===== config.mk =====
export PLATFORM = sky130hd
export DESIGN_NAME = v_hazard_scoreboard
export DESIGN_NICKNAME = d
export VERILOG_FILES = /design/src/rtl/v_cu_pkg.sv /design/src/rtl/vreg_group_mask.sv /design/src/rtl/v_hazard_scoreboard.sv
export SDC_FILE = /design/constraint.sdc
export NUM_CORES = 1
export LEC_CHECK = 0
export BUFFER_PORTS_ARGS = -buffer_cell sky130_fd_sc_hd__buf_2
export CAP_MARGIN = 20
export CORE_MARGIN = 10
export CORE_UTILIZATION = 45
export CTS_CLUSTER_DIAMETER = 40
export CTS_CLUSTER_SIZE = 30
export DETAILED_ROUTE_END_ITERATION = 12
export GPL_TIMING_DRIVEN = 0
export PLACE_DENSITY_LB_ADDON = 0.15
export SYNTH_ARGS = -nofsm -noshare
export SYNTH_HDL_FRONTEND = slang
export SYNTH_SLANG_ARGS = --single-unit
export TNS_END_PERCENT = 20

===== constraint.sdc =====
create_clock -name clk -period 4.85 [get_ports clk]
set_input_delay 0 -clock clk [delete_from_list [all_inputs] [get_ports clk]]
set_output_delay 0 -clock clk [all_outputs]
set_load 0.02 [all_outputs]

===== src/rtl/v_cu_pkg.sv =====
// ============================================================
//  v_cu_pkg : shared vector-control-unit types and helpers
//  Revision : 1.0
// ============================================================
`default_nettype none

package v_cu_pkg;

  localparam int VREG_NUM = 32;

  typedef logic [4:0] vreg_idx_t;
  typedef logic [2:0] emul_t;

  // Register group base..base+2^emul-1; indices past the register file are dropped.
  function automatic logic [VREG_NUM-1:0] group_mask(input vreg_idx_t base, input emul_t emul);
    logic [VREG_NUM-1:0] m;
    int                  lo;
    int                  hi;
    m  = '0;
    lo = int'(base);
    hi = lo + (1 << int'(emul));
    for (int i = 0; i < VREG_NUM; i++) begin
      if (i >= lo && i < hi) m[i] = 1'b1;
    end
    return m;
  endfunction

endpackage

`default_nettype wire


===== src/rtl/vreg_group_mask.sv =====
// ============================================================
//  vreg_group_mask : register-group mask for one operand
//  Revision : 1.0
// ============================================================
`default_nettype none

module vreg_group_mask
  import v_cu_pkg::*;
(
  input  logic                en_i,
  input  logic [4:0]          base_i,
  input  logic [2:0]          emul_i,
  output logic [VREG_NUM-1:0] mask_o
);

  assign mask_o = en_i ? group_mask(vreg_idx_t'(base_i), emul_t'(emul_i)) : '0;

endmodule

`default_nettype wire


===== src/rtl/v_hazard_scoreboard.sv =====
// ============================================================
//  v_hazard_scoreboard : per-register busy/owner tracking and
//  per-write-port dependency detection for decode
//  Revision : 1.0
// ============================================================
`default_nettype none

module v_hazard_scoreboard #(
  parameter int W_PORTS_NUM = 4,
  parameter int VREG_NUM    = 32
) (
  input  logic                   clk,
  input  logic                   rst,
  input  logic                   instr_vld_i,
  input  logic [4:0]             vd_i,
  input  logic [4:0]             vs1_i,
  input  logic [4:0]             vs2_i,
  input  logic [4:0]             vs3_i,
  input  logic                   vd_use_i,
  input  logic                   vs1_use_i,
  input  logic                   vs2_use_i,
  input  logic                   vs3_use_i,
  input  logic                   vm_use_i,
  input  logic [2:0]             emul_i,
  input  logic                   cfg_i,
  input  logic [W_PORTS_NUM-1:0] alloc_i,
  input  logic [W_PORTS_NUM-1:0] port_done_i,
  output logic [W_PORTS_NUM-1:0] dependancy_issue_o,
  output logic [VREG_NUM-1:0]    busy_o,
  output logic [31:0]            stall_cnt_o
);

  import v_cu_pkg::*;

  localparam int        OW     = (W_PORTS_NUM > 1) ? $clog2(W_PORTS_NUM) : 1;
  localparam vreg_idx_t VM_REG = '0;
  localparam emul_t     VM_EMUL = '0;

  logic [VREG_NUM-1:0] vd_mask, vs1_mask, vs2_mask, vs3_mask, vm_mask;
  logic [VREG_NUM-1:0] rd_mask;
  logic [VREG_NUM-1:0] busy_q, busy_d;
  logic [OW-1:0]       owner_q [VREG_NUM];
  logic [OW-1:0]       owner_d [VREG_NUM];
  logic [31:0]         stall_cnt_q, stall_cnt_d;
  logic [W_PORTS_NUM-1:0] hazard;
  logic [OW-1:0]       alloc_idx;
  logic                commit_en;
  logic                stall;

  vreg_group_mask u_vd_mask  (.en_i(vd_use_i),  .base_i(vd_i),   .emul_i(emul_i),  .mask_o(vd_mask));
  vreg_group_mask u_vs1_mask (.en_i(vs1_use_i), .base_i(vs1_i),  .emul_i(emul_i),  .mask_o(vs1_mask));
  vreg_group_mask u_vs2_mask (.en_i(vs2_use_i), .base_i(vs2_i),  .emul_i(emul_i),  .mask_o(vs2_mask));
  vreg_group_mask u_vs3_mask (.en_i(vs3_use_i), .base_i(vs3_i),  .emul_i(emul_i),  .mask_o(vs3_mask));
  vreg_group_mask u_vm_mask  (.en_i(vm_use_i),  .base_i(VM_REG), .emul_i(VM_EMUL), .mask_o(vm_mask));

  assign rd_mask = vs1_mask | vs2_mask | vs3_mask | vm_mask;

  // A config instruction waits for every port that still owns anything.
  always_comb begin
    hazard = '0;
    for (int p = 0; p < W_PORTS_NUM; p++) begin
      for (int r = 0; r < VREG_NUM; r++) begin
        if (busy_q[r] && owner_q[r] == OW'(p) && (cfg_i || rd_mask[r] || vd_mask[r]))
          hazard[p] = 1'b1;
      end
    end
  end

  assign dependancy_issue_o = instr_vld_i ? hazard : '0;

  always_comb begin
    alloc_idx = '0;
    for (int p = W_PORTS_NUM - 1; p >= 0; p--) begin
      if (alloc_i[p]) alloc_idx = OW'(p);
    end
  end

  assign commit_en = (|alloc_i) && instr_vld_i && vd_use_i;

  // Retire first so that a commit to the same register in the same cycle wins.
  always_comb begin
    busy_d = busy_q;
    for (int r = 0; r < VREG_NUM; r++) begin
      owner_d[r] = owner_q[r];
      if (port_done_i[owner_q[r]]) busy_d[r] = 1'b0;
      if (commit_en && vd_mask[r]) begin
        busy_d[r]  = 1'b1;
        owner_d[r] = alloc_idx;
      end
    end
  end

  assign stall       = instr_vld_i && (|dependancy_issue_o);
  assign stall_cnt_d = (stall && stall_cnt_q != 32'hFFFF_FFFF) ? stall_cnt_q + 32'd1 : stall_cnt_q;

  always_ff @(posedge clk or posedge rst) begin
    if (rst) begin
      busy_q      <= '0;
      stall_cnt_q <= '0;
      for (int r = 0; r < VREG_NUM; r++) owner_q[r] <= '0;
    end else begin
      busy_q      <= busy_d;
      stall_cnt_q <= stall_cnt_d;
      for (int r = 0; r < VREG_NUM; r++) owner_q[r] <= owner_d[r];
    end
  end

  assign busy_o      = busy_q;
  assign stall_cnt_o = stall_cnt_q;

  // A port retiring this cycle may be re-allocated, so its own conflict is not an error.
  a_alloc_no_hazard : assert property (@(posedge clk) disable iff (rst)
    !((|alloc_i) && (|(dependancy_issue_o & ~port_done_i))));

endmodule

`default_nettype wire

Yosys cells after proc, flatten, opt, wreduce, memory -nomap -nowiden
Index checks and enable logic that the tools add are counted.

Bits in registers: 128. Input port bits: 40. Output and inout port bits: 68. Word-level logic and storage cells: 1395.

Add/sub/neg operators: 5. Magnitude comparators: 284. Eq/ne operators: 97. Shifts and indexed selects: 1. Mux-type cells: 394. Bitwise logic cells: 3. Reduce and logical (&&, ||, !) cells: 546.

Operators by type and width (count): $lt 6x32->1 const A (64); $lt 5x32->1 const A (32); $lt 4x32->1 const A (16); $logic_and 1x1->1 (416); $mux 1 (353); $ge 5x5->1 const A (60); $lt 3x32->1 const A (8); $ge 4x5->1 const A (32); $add 6x32->32 (4); $eq 2x2->1 const B (64); $lt 1x32->1 const A (4); $lt 2x32->1 const A (4); $mux 32 (4); $lt 2x3->1 const B (32); $or 32x32->32 (3); $ge 3x5->1 const A (16); $bmux 1 s2 (32); $eq 2x1->1 const B (32); $logic_not 2->1 (32); $logic_or 1x1->1 (64); $reduce_bool 2->1 (32); $ge 1x5->1 const A (8); $ge 2x5->1 const A (8); $add 32x1->32 const B (1); other kinds (5) (9).

Depth between registers and ports, before layout
Depth after elaboration: 48. Gate-level depth with buffers: 24.

Cells and area by module
Synthesis repeated with hierarchy kept, for this count alone.

Cells, all modules: 1654. Area total of the unflattened synthesis: 12608.3 um^2.

By module, submodules not included: v_hazard_scoreboard (times used 1, cells each 871, area each 7865.0 um^2); vreg_group_mask (u_vs1_mask ...) (times used 2, cells each 156, area each 938.4 um^2); vreg_group_mask (u_vs3_mask) (times used 1, cells each 170, area each 1058.5 um^2); vreg_group_mask (u_vm_mask) (times used 1, cells each 157, area each 927.1 um^2); vreg_group_mask (u_vd_mask) (times used 1, cells each 144, area each 880.8 um^2).

Worst setup path before layout
No wires, ideal clock.

Path kind: input to register. From: input emul_i[1]. To: register stall_cnt_q[1], in the netlist stall_cnt_o[1]. Library setup time: 0.128 ns. Arrival: 4.779 ns. Data required time: 4.722 ns. Slack: -0.056 ns. Stages: 21. Path buffers: 5. Cells stage by stage: buf_2 > buf_6 > buf_2 > nor3_1 > ha_1 > ha_1 > buf_2 > a211oi_1 > a211o_1 > or3b_1 > a32oi_2 > a311oi_1 > a2111oi_4 > nand2_1 > a2111oi_2 > nand4_1 > nor4_2 > nand4_1 > o211ai_2 > buf_6 > mux2_1.

Cells in the longest elaborated chain, start to end: 48.

RTL lines: from (decl) (RTL line v_hazard_scoreboard.sv:24) `input logic [2:0] emul_i,`; $shl 1x3->32 * (RTL line v_cu_pkg.sv:21) `hi = lo + (1 << int'(emul));`; $add 6x32->32 (RTL line v_cu_pkg.sv:21); $lt 1x32->1 (RTL line v_cu_pkg.sv:23) `if (i >= lo && i < hi) m[i] = 1'b1;`; $logic_and 1x1->1 (RTL line v_cu_pkg.sv:23); $mux 1 (RTL line v_cu_pkg.sv:23); $mux 32 (RTL line vreg_group_mask.sv:16) `assign mask_o = en_i ? group_mask(vreg_idx_t'(base_i), emul_t'(emul_i)) : '0;`; $or 32x32->32 (3 in series) (RTL line v_hazard_scoreboard.sv:56) `assign rd_mask = vs1_mask | vs2_mask | vs3_mask | vm_mask;`; $logic_or 1x1->1 (2 in series) (RTL line v_hazard_scoreboard.sv:63) `if (busy_q[r] && owner_q[r] == OW'(p) && (cfg_i || rd_mask[r] || vd_mask[r]))`; $logic_and 1x1->1 (RTL line v_hazard_scoreboard.sv:63); $mux 1 (32 in series) (RTL line v_hazard_scoreboard.sv:63); $mux 4 * (RTL line v_hazard_scoreboard.sv:69) `assign dependancy_issue_o = instr_vld_i ? hazard : '0;`; $reduce_or 4->1 * (RTL line v_hazard_scoreboard.sv:93) `assign stall = instr_vld_i && (|dependancy_issue_o);`; $logic_and 1x1->1 * (RTL line v_hazard_scoreboard.sv:93); $logic_and 1x1->1 * (RTL line v_hazard_scoreboard.sv:94) `assign stall_cnt_d = (stall && stall_cnt_q != 32'hFFFF_FFFF) ? stall_cnt_q + 32'd1 : stall_cnt_q;`; to (signal assigned) (RTL line v_hazard_scoreboard.sv:103) `stall_cnt_q <= stall_cnt_d;`; to (decl) (RTL line v_hazard_scoreboard.sv:44) `logic [31:0] stall_cnt_q, stall_cnt_d;`.

Every way passes the cells marked *; elsewhere a longest branch is shown, timed or not. A chain may end at the register's enable or synchronous reset.

Worst setup path after layout
Same ends and word-level chain as after synthesis.

==> impl_metrics.csv <==
group,metric,value,unit
status,outcome,"completed",
grt,grt_pass1_vias,14380,
cts,clk_path_buf_depth,2,
cts,path_clk_slew,0.06,ns
final_layout,design_area,16680,um^2
worst_hold_path,hp-class,"input pin to flop",
power_and_ir_drop,p_leak,6.679,nW
critical_path,critPathRequiredTime,5.16,ns
yosys,yosysWarnings,0,
die,core,28010,um^2
critical_path,crit_path_start_kind,"input pin",
yosys,synth.distinct_cells,109,
timing,fmax,209.3,MHz
yosys,avgSynthCellArea,8.119,um^2
yosys,synth_flop_cell,"dfrtp_1",
timing,drv_slew,0,
job,max_cap_viol_count,0,
placed_design,dpl.cell_count,2067,
timing,slew_headroom,0.3625,
yosys,async_reset_ff_frac,1.000,
yosys,netlist_instances,1589,
die,die_h,189.3,um
critical_path,crit_path_end,"stall_cnt_o[1]",
placed_design,port_buffers,98,
drt,vias_per_cell,7.043,
final_layout,multi_input_area,10190,um^2
grt,antenna_found_initial,0,
yosys,synth_area,12900,um^2
final_layout,final_util,0.5953,
final_layout,syn_to_final_growth,29.26,%
yosys,synth_edf_count,0,
cts,cts_buffers,17,
yosys,synth.top_cell.area_share,0.2483,
critical_path,crit_type,"input pin to flop",
final_layout,post_layout_nonfiller_instances,2190,
critical_path,r2r_cells,15,
placed_design,pre_cts_ws,-2.689,ns
grt,grt_max_degree,80,
drt,drc,0,
critical_path,timing.rr.start,"busy_o[20]",
power_and_ir_drop,total_power,4.791,mW
timing,post-route-period-util,0.9852,
drt,via_count,15430,
grt,grt-ovfl-total,0,
die,design.die.area,35840,um^2
drt,wl,64880,um
critical_path,cp-end-kind,"flop",
final_layout,diodes,0,
timing,finalSetupTns,0,ns
timing,holdWs,0.1134,ns
final_layout,drive_gt1_frac,0.3002,
final_layout,mostFrequentLayoutCells,"145 x nand2_1, 128 x dfrtp_1, 105 x buf_2",
cts,insertion_delay,0.43,ns
cts,cts.sinks,128,
yosys,ys_ff_latch,128,
power_and_ir_drop,irDropWorstVdd,0.0003525,V
cts,htreeDepth,4,
grt,grt_use_total,0.3423,
final_layout,final_common_cell,"nand2_1",
timing,finalSetupViolCount,0,
placed_design,dpl-instance-area,13910,um^2
final_layout,seq_area,3203,um^2
timing,hold_violations,0,
drt,wl_per_cell,29.63,um
die,die_x,189.3,um
critical_path,critPathLaunch,"emul_i[1]",
timing,fin_skew,0.01069,ns
yosys,synthesis.nets,1643,
drt,drt_iter0_markers,1763,
drt,ant_nets,0,
placed_design,dpl.hpwl,49150,um
die,start_util,0.4606,
yosys,synth_area_leader_cell,"dfrtp_1",
timing,final.setup.worst_slack,0.07169,ns
critical_path,crit_fanout,11,
cts,cts-root-buf,"clkbuf_16",
timing,post-route-min-period,4.778,ns
yosys,synth.area.top_cells,"dfrtp_1 25%, mux4_2 5.6%, mux2_2 4.7%",
critical_path,r2r_slack,1.01,ns
yosys,ys_seq_area_frac,0.2483,
final_layout,fillers,2636,
final_layout,final_nets,1853,
cts,cts_tree,"built",
critical_path,reg2reg_to,"stall_cnt_o[21]",
placed_design,gp_congestion,1.057,
die,row_count,61,
critical_path,crit_arrival,5.09,ns
die,ios,108,
timing,tightest_slew,0.9490,ns
power_and_ir_drop,powerDensity,287.3,nW/um^2
drt,first_pass_iters,6,
grt,grt_pass1_wl,93510,um
==> sequential cells by signal, indices dropped and copies added, names as in the netlist <==
| signal | count |
|---|---|
| stall_cnt_o | 32 |
| busy_o | 32 |
| owner_q | 64 |
==> kinds of logic after synthesis <==
| kind of cell | Yosys count | synth area share |
|---|---|---|
| multiplexers | 91 | 0.1074 |
| AO/OA/AOI/OAI | 524 | 0.2961 |
| AND/OR/NAND/NOR | 604 | 0.2433 |
| buffers and inverters | 189 | 0.06430 |
| flip-flops | 128 | 0.2483 |
| XOR/XNOR | 39 | 0.02706 |
| adder cells (fa/ha/maj) | 14 | 0.01358 |
==> cells in the mapped netlist (27+ instances only) <==
| master | count |
|---|---|
| a211oi_1 | 40 |
| a31oi_1 | 34 |
| inv_1 | 86 |
| nand4_1 | 35 |
| nand2_1 | 152 |
| mux4_2 | 32 |
| dfrtp_1 | 128 |
| nand3_1 | 78 |
| a21oi_1 | 75 |
| nor3_1 | 48 |
| mux2_2 | 54 |
| clkbuf_1 | 63 |
| xor2_1 | 27 |
| nor2_1 | 106 |
| o211ai_1 | 35 |
| o21ai_0 | 89 |
==> critical path, stage by stage <==
cell and delay, ns:
buf_6 0.13, buf_8 0.14, buf_8 0.13, nor3_4 0.20, buf_6 0.15, ha_4 0.15, buf_4 0.13, nand4b_1 0.15
o221ai_4 0.31, or2_2 0.18, o41a_1 0.37, nand3_2 0.28, a221oi_4 0.48, nand2_1 0.11, and3_1 0.21, a2111o_1 0.46
nor4_4 0.37, nand4_1 0.21, o211ai_4 0.39, buf_6 0.19, mux2_4 0.30
==> how the worst min path moves through the flow <==
stage	cells after the start	startpoint	slack (ns)	end
global placement	3	instr_vld_i	0.44	dependancy_issue_o[1]
floorplan	1	instr_vld_i	0.17	dependancy_issue_o[0]
detailed placement	2	rst	0.08	owner_q[44]
global route	3	alloc_i[1]	0.13	owner_q[59]
finish	3	alloc_i[1]	0.11	owner_q[59]
CTS	3	alloc_i[1]	0.11	owner_q[59]
==> metal layers <==
layer / wire [um] / global-route usage / vias up
met5: 0 / 0 / -
met4: 5393 / 0.2527 / 0
met3: 6752 / 0.07350 / 282
met2: 28560 / 0.5276 / 1140
met1: 24180 / 0.4145 / 7431
li1: - / - / 6572
==> area by class of cell <==
class	count	area share
Clock buffer	27	0.02956
Buffer	92	0.03279
Multi-Input combinational cell	1272	0.6113
Tap cell	378	0.02836
Sequential cell	128	0.1921
Timing Repair Buffer	198	0.08021
Inverter	90	0.02108
Clock inverter	5	0.004652
==> what timing repair did <==
| action | 4_1_cts | 5_1_grt |
|---|---|---|
| cloned | 1 | 2 |
| hold buffers | 1 | 0 |
| resized for setup | 138 | 151 |
| endpoints found under the hold margin | 49 | 0 |
| pin swaps | 51 | 71 |
| setup endpoints to repair | 36 | 35 |
| buffers inserted | 44 | 51 |
==> report_power, final <==
part           internal (mW)  switching (mW)
sequential              1.23           0.279
combinational          0.810            1.19
clock                  0.797           0.480
Power figures use the tool's default switching activity.
